### src/rtl/fifo_p_w8to16_pkg.sv
`default_nettype none
// ============================================================================
// Module   : fifo_p_w8to16_pkg
// Purpose  : Shared widths, FIFO entry layout and packer state encoding.
// Revision : 1.0 - initial release
// ============================================================================
package fifo_p_w8to16_pkg;

    localparam int DIN_W     = 8;
    localparam int DOUT_W    = 16;
    localparam int ENTRY_W   = 19;
    localparam int ENTRY_SOP = 18;
    localparam int ENTRY_EOP = 17;
    localparam int ENTRY_MTY = 16;

    // Field order matches ENTRY_SOP/EOP/MTY bit indices
    typedef struct packed {
        logic              sop;
        logic              eop;
        logic              mty;
        logic [DOUT_W-1:0] data;
    } entry_t;

    localparam logic [1:0] ST_IDLE = 2'd0;
    localparam logic [1:0] ST_EVEN = 2'd1;
    localparam logic [1:0] ST_ODD  = 2'd2;
    localparam logic [1:0] ST_DROP = 2'd3;

    function automatic entry_t make_entry(input logic sop, input logic eop,
                                          input logic mty,
                                          input logic [DOUT_W-1:0] data);
        entry_t e;
        e.sop  = sop;
        e.eop  = eop;
        e.mty  = mty;
        e.data = data;
        return e;
    endfunction

endpackage
`default_nettype wire

### src/rtl/fifo_p_w8to16_pkt_sfifo.sv
`default_nettype none
// ============================================================================
// Module   : pkt_sfifo
// Purpose  : Synchronous FIFO with fill level; concurrent read/write allowed.
// Revision : 1.0 - initial release
// ============================================================================
module pkt_sfifo #(
    parameter int DEPTH = 256,
    parameter int WIDTH = 19
) (
    input  logic                     clk,
    input  logic                     rst,
    input  logic                     wr,
    input  logic [WIDTH-1:0]         wdata,
    input  logic                     rd,
    output logic [WIDTH-1:0]         rdata,
    output logic                     full,
    output logic                     empty,
    output logic [$clog2(DEPTH):0]   usedw
);

    localparam int AW = $clog2(DEPTH);

    logic [WIDTH-1:0] mem [DEPTH];
    logic [AW:0]      wr_ptr;
    logic [AW:0]      rd_ptr;
    logic             rd_en;
    logic             wr_en;

    assign empty = (wr_ptr == rd_ptr);
    assign full  = (wr_ptr[AW] != rd_ptr[AW]) && (wr_ptr[AW-1:0] == rd_ptr[AW-1:0]);
    assign rd_en = rd && !empty;
    // A pop in the same cycle frees the slot a write to a full FIFO needs
    assign wr_en = wr && (!full || rd_en);
    assign usedw = wr_ptr - rd_ptr;
    assign rdata = mem[rd_ptr[AW-1:0]];

    always_ff @(posedge clk or posedge rst) begin
        if (rst) begin
            wr_ptr <= '0;
            rd_ptr <= '0;
        end else begin
            if (wr_en) wr_ptr <= wr_ptr + 1'b1;
            if (rd_en) rd_ptr <= rd_ptr + 1'b1;
        end
    end

    always_ff @(posedge clk) begin
        if (wr_en) mem[wr_ptr[AW-1:0]] <= wdata;
    end

endmodule
`default_nettype wire

### src/rtl/fifo_p_w8to16.sv
`default_nettype none
// ============================================================================
// Module   : fifo_p_w8to16
// Purpose  : Packet FIFO packing a byte stream into big-endian 16-bit words,
//            with whole-packet admission control and registered output.
// Revision : 1.0 - initial release
// ============================================================================
module fifo_p_w8to16
    import fifo_p_w8to16_pkg::*;
#(
    parameter int DEPTH         = 256,
    parameter int MAX_PKT_WORDS = 72
) (
    input  logic              clk,
    input  logic              rst,
    input  logic [DIN_W-1:0]  din,
    input  logic              din_vld,
    input  logic              din_sop,
    input  logic              din_eop,
    input  logic              b_rdy,
    output logic [DOUT_W-1:0] dout,
    output logic              dout_vld,
    output logic              dout_sop,
    output logic              dout_eop,
    output logic              dout_mty
);

    localparam int AW = $clog2(DEPTH);

    logic [1:0]       state;
    logic [1:0]       state_nxt;
    logic [DIN_W-1:0] hi;
    logic             first;
    logic             wr_req;
    entry_t           wentry;
    logic [ENTRY_W-1:0] rdata;
    entry_t           rentry;
    logic             full;
    logic             empty;
    logic [AW:0]      usedw;
    logic [AW:0]      free_words;
    logic             admit;
    logic             pop;

    assign free_words = (AW+1)'(DEPTH) - usedw;
    assign admit      = (free_words >= (AW+1)'(MAX_PKT_WORDS));
    assign pop        = b_rdy && !empty;
    assign rentry     = rdata;

    // ---------------- packer FSM: state register ----------------
    always_ff @(posedge clk or posedge rst) begin
        if (rst) state <= ST_IDLE;
        else     state <= state_nxt;
    end

    // ---------------- packer FSM: next state ----------------
    always_comb begin
        state_nxt = state;
        if (din_vld) begin
            if (din_sop) begin
                if (din_eop)    state_nxt = ST_IDLE;
                else if (admit) state_nxt = ST_ODD;
                else            state_nxt = ST_DROP;
            end else begin
                case (state)
                    ST_EVEN: state_nxt = din_eop ? ST_IDLE : ST_ODD;
                    ST_ODD:  state_nxt = din_eop ? ST_IDLE : ST_EVEN;
                    ST_DROP: if (din_eop) state_nxt = ST_IDLE;
                    default: state_nxt = state;
                endcase
            end
        end
    end

    // ---------------- packer FSM: write outputs ----------------
    always_comb begin
        wr_req = 1'b0;
        wentry = '0;
        if (din_vld) begin
            if (din_sop) begin
                if (din_eop && admit) begin
                    wr_req = 1'b1;
                    wentry = make_entry(1'b1, 1'b1, 1'b1, {din, 8'h00});
                end
            end else begin
                case (state)
                    ST_EVEN: begin
                        if (din_eop) begin
                            wr_req = 1'b1;
                            wentry = make_entry(1'b0, 1'b1, 1'b1, {din, 8'h00});
                        end
                    end
                    ST_ODD: begin
                        wr_req = 1'b1;
                        wentry = make_entry(first, din_eop, 1'b0, {hi, din});
                    end
                    default: begin
                        wr_req = 1'b0;
                    end
                endcase
            end
        end
    end

    // High byte holder; a new sop overwrites any pending byte of an open packet
    always_ff @(posedge clk or posedge rst) begin
        if (rst) begin
            hi    <= '0;
            first <= 1'b0;
        end else if (din_vld && (din_sop || state == ST_EVEN)) begin
            hi    <= din;
            first <= din_sop;
        end
    end

    pkt_sfifo #(
        .DEPTH (DEPTH),
        .WIDTH (ENTRY_W)
    ) u_sfifo (
        .clk   (clk),
        .rst   (rst),
        .wr    (wr_req && (!full || pop)),
        .wdata (wentry),
        .rd    (b_rdy),
        .rdata (rdata),
        .full  (full),
        .empty (empty),
        .usedw (usedw)
    );

    // Output stage: flags only qualify a valid word, data holds between words
    always_ff @(posedge clk or posedge rst) begin
        if (rst) begin
            dout     <= '0;
            dout_vld <= 1'b0;
            dout_sop <= 1'b0;
            dout_eop <= 1'b0;
            dout_mty <= 1'b0;
        end else begin
            dout_vld <= pop;
            if (pop) begin
                dout     <= rentry.data;
                dout_sop <= rentry.sop;
                dout_eop <= rentry.eop;
                dout_mty <= rentry.mty;
            end else begin
                dout_sop <= 1'b0;
                dout_eop <= 1'b0;
                dout_mty <= 1'b0;
            end
        end
    end

endmodule
`default_nettype wire

### config.mk
export PLATFORM = sky130hd
export DESIGN_NAME = fifo_p_w8to16
export DESIGN_NICKNAME = d
export VERILOG_FILES = /design/src/rtl/fifo_p_w8to16_pkg.sv /design/src/rtl/fifo_p_w8to16_pkt_sfifo.sv /design/src/rtl/fifo_p_w8to16.sv
export SDC_FILE = /design/constraint.sdc
export NUM_CORES = 2
export LEC_CHECK = 0
export CAP_MARGIN = 20
export CELL_PAD_IN_SITES_DETAIL_PLACEMENT = 1
export CELL_PAD_IN_SITES_GLOBAL_PLACEMENT = 2
export CORE_MARGIN = 2
export CORE_UTILIZATION = 48
export CTS_BUF_LIST = sky130_fd_sc_hd__clkbuf_4
export DETAILED_ROUTE_END_ITERATION = 8
export DONT_BUFFER_PORTS = 1
export GPL_ROUTABILITY_DRIVEN = 0
export PLACE_DENSITY = 0.88
export SYNTH_ARGS = -nofsm -noshare
export SYNTH_HDL_FRONTEND = slang
export SYNTH_MEMORY_MAX_BITS = 65536
export SYNTH_SLANG_ARGS = --single-unit
### constraint.sdc
create_clock -name clk -period 16.13 [get_ports clk]
set_input_delay 4.0325 -clock clk [delete_from_list [all_inputs] [get_ports clk]]
set_output_delay 4.0325 -clock clk [all_outputs]
set_load 0.02 [all_outputs]
==> out/qor.yml <==
pwr:
  vdd_drop_max_v: 0.000176
  p_total_mw: 37.9
  internal-power_mw: 23.5
  power.share.sequential_pct: 38.6
  power.net_switching_mw: 14.4
  power_frac_clock_pct: 27.8
  leakage_nw: 69.4
  swShare_pct: 38.0
  p_comb_share_pct: 33.6
  power_density_nw_per_um2: 177
yosys:
  ys_types: 87
  synth.cell_area_um2: 190000
  syn_inst: 8752
  synth.net_count: 8790
  synth_ff_type: "edfxtp_1"
  ys_seq_elements: 4913
  synth-warning-count: 0
  synthArstFlopShare_pct: 0.997
  syn_area_per_cell_um2: 21.8
  synth_edf_count: 4864
  ys_seq_area_share_pct: 77.3
routing:
  post_drt_wl_per_cell_um: 41.3
  firstDrtPassIters: 9
  vias: 111415
  ant_nets: 0
  drc: 30
  viasPerCell: 6.95
  wirelength_mm: 663
  drt_first_iter_violations: 21145
placed_design:
  dpl.hpwl_mm: 367
  portBuffers: 0
  dp.cells: 13924
worst_setup_path:
  reg2reg_from: "u_sfifo.rd_ptr[1]"
  cp_common_cell: "buf_4"
  critPathMaxFanout: 118
  critPathCaptureType: "flip-flop"
  cp_top_family: "buffers and inverters"
  required_ns: 17.74
  reg2reg_slack_ns: 8.49
  crit_path_start: "u_sfifo.rd_ptr[1]"
  cp_num_buf_inv: 5
  crit_chain: "buf_4, buf_12, buf_12, buf_4, buf_4, mux4_2, mux2i_1, o221ai_1, a2111oi_0, a311oi_1, nor4_1, o21ai_1"
  worstSetupEndpoint: "dout[10]"
  cp_slowest_stage_delay_ns: 1.09
  path_depth: 12
  rr_worst_depth: 12
  critPathLaunchType: "flip-flop"
  critPathKind: "flip-flop to flip-flop"
  critPathSlowestCell: "dfrtp_4"
  cp.arrival_ns: 9.25
  r2r-end: "dout[10]"
die:
  fp.dieW_um: 634
  die_h_um: 634
  io_pins: 34
  die_area_um2: 402000
  core_um2: 395000
  rows: 231
  start_util_pct: 48.2
run:
  maxCapViolations: 0
run_status:
  violations: "DRC, slew limit"
  status: "complete, but fails checks"
timing:
  finalClockSkew_ns: 0.170
  period_share_pct: 47.4
  rsz0062_at_grt: "false"
  maxSlewViolCount: 197
  worst_slew_pin_slew_ns: 1.92
  finalCriticalPeriod_ns: 7.64
  max_freq_mhz: 131
  whs_ns: 0.542
  hold_viol_final: 0
  slew_headroom_pct: -28.1
  setup_viol: 0
  finalSetupTns_ns: 0
finish:
  area_growth_pct: 12.6
  fin_cells: 16037
  final_cell_mix: "edfxtp_1, clkbuf_4, mux4_2"
  layout_commonest_cell: "edfxtp_1"
  layout.nets: 10023
  final_layout_size_suffix_gt1_share_pct: 34.9
clocking:
  post-cts-setup-buffers: 0
  cts_made_buffers: 1265
  cts_hold_buf: 0
  cts_resized: 0
  clk_path_buf_depth: 5
  clockRootBuffer: "clkbuf_4"
  htreeDepth: 7
  clkSlewWorstSetupHoldPaths_ns: 0.08
  cts_tree: "done"
  insertion_delay_ns: 1.82
  clock_sinks: 4913
global_route:
  grt_pass1_wl_mm: 900
  grt.met1_usage_pct: 40.6
  grt_remaining_overflow: 0
  antenna_found_initial: 52
  grt_pass1_vias: 112001
  use_met2_pct: 47.5
  grt_use_met3_pct: 12.6
  grt_start_max_net_pins: 189
  grtUsageTotal_pct: 32.7
  busiest_layer: "met2"
hold_path:
  hp-class: "flip-flop to flip-flop"
[synthesized netlist by cell type, drive strengths merged, types with 5 or more instances]
master   count  area share, %
o22ai       87           0.29
mux4      1081             13
nand2b      12          0.039
o2111ai      5          0.023
nand3       51           0.13
o211ai      15          0.059
nor4        47           0.16
a2111oi     21           0.10
xnor2       16          0.074
o21ai       88           0.23
a31oi       32           0.11
o22a         8          0.037
nor2b       36           0.12
nand2      207           0.41
o31ai        5          0.020
a22o        22           0.10
o32ai        5          0.023
ha          23           0.15
or3          6          0.020
a311oi      18          0.083
nand4       11          0.036
and3        15          0.049
a211oi      69           0.27
o221ai      48           0.22
a221oi      80           0.37
a21o         8          0.032
mux2i      450            2.4
nor2       168           0.33
a21oi      162           0.43
a311o        5          0.026
a22oi      146           0.58
mux2        22           0.13
and2         6          0.020
a41oi        7          0.032
edfxtp    4864             77
clkbuf     159           0.32
o21a         5          0.020
buf        379            1.5
a211o        8          0.037
nand3b       5          0.020
a221o        5          0.026
dfrtp       49           0.64
inv         26          0.051
nor3       222           0.58
[power by group through the flow]
stage	clock, mW	sequential [mW]	combinational [mW]
finish	10.5	14.6	12.7
global route	11.1	14.6	12.6
CTS	10.5	14.6	12.0
detailed placement	0	14.9	11.8
global placement	0	14.9	11.5
floorplan	0	14.8	6.87
[worst min path at each step]
stage,startpoint,to,slack [ns],cells after the start
after floorplan,first,first,0.46,1
after global placement,hi[1],hi[1],0.50,1
after detailed placement,hi[7],hi[7],0.52,1
after CTS,hi[7],hi[7],0.54,1
after global routing,hi[0],hi[0],0.55,1
final,hi[7],hi[7],0.54,1
[stage by stage]
stage / utilization (%) / setup slack, ns / cell area (µm²)
after CTS: 54.0 / 8.36 / 214000
after floorplan: - / 3.73 / 190000
after global placement: 50.3 / 7.85 / 199000
after detailed placement: 50.4 / 7.57 / 199000
final: 54.2 / 8.49 / 214000
after global routing: 54.2 / 8.31 / 214000
[routing by layer]
metal	up-vias	wire, µm
li1	40143	-
met1	56848	213000
met2	11805	294000
met3	2575	104000
met4	44	52000
met5	-	568
[state kept, by name, indices dropped and copies added, names as in the netlist]
| register | count |
|---|---|
| u_sfifo.rd_ptr | 9 |
| hi | 8 |
| dout_sop | 1 |
| u_sfifo.wr_ptr | 9 |
| state | 2 |
| dout | 16 |
| dout_vld | 1 |
| first | 1 |
| dout_eop | 1 |
| u_sfifo.mem | 4864 |
| dout_mty | 1 |
[cells by family after synthesis]
logic type / after synthesis / share of synthesized area (%)
AO/OA/AOI/OAI: 879 / 3.26
XOR/XNOR: 20 / 0.0999
adder cells (fa/ha/maj): 24 / 0.162
buffers and inverters: 565 / 1.88
flip-flops: 4913 / 77.3
multiplexers: 1553 / 15.3
AND/OR/NAND/NOR: 798 / 1.97
[area by class of cell]
cell class	instances	area (µm²)
Sequential cell	4913	147000
Multi-Input combinational cell	3274	41200
Timing Repair Buffer	504	4520
Clock inverter	286	1500
Antenna cell	54	135
Clock buffer	1737	13000
Tap cell	5242	6560
Fill cell	34894	181000
Inverter	27	119
No activity file was read; power rests on OpenSTA's default activity.
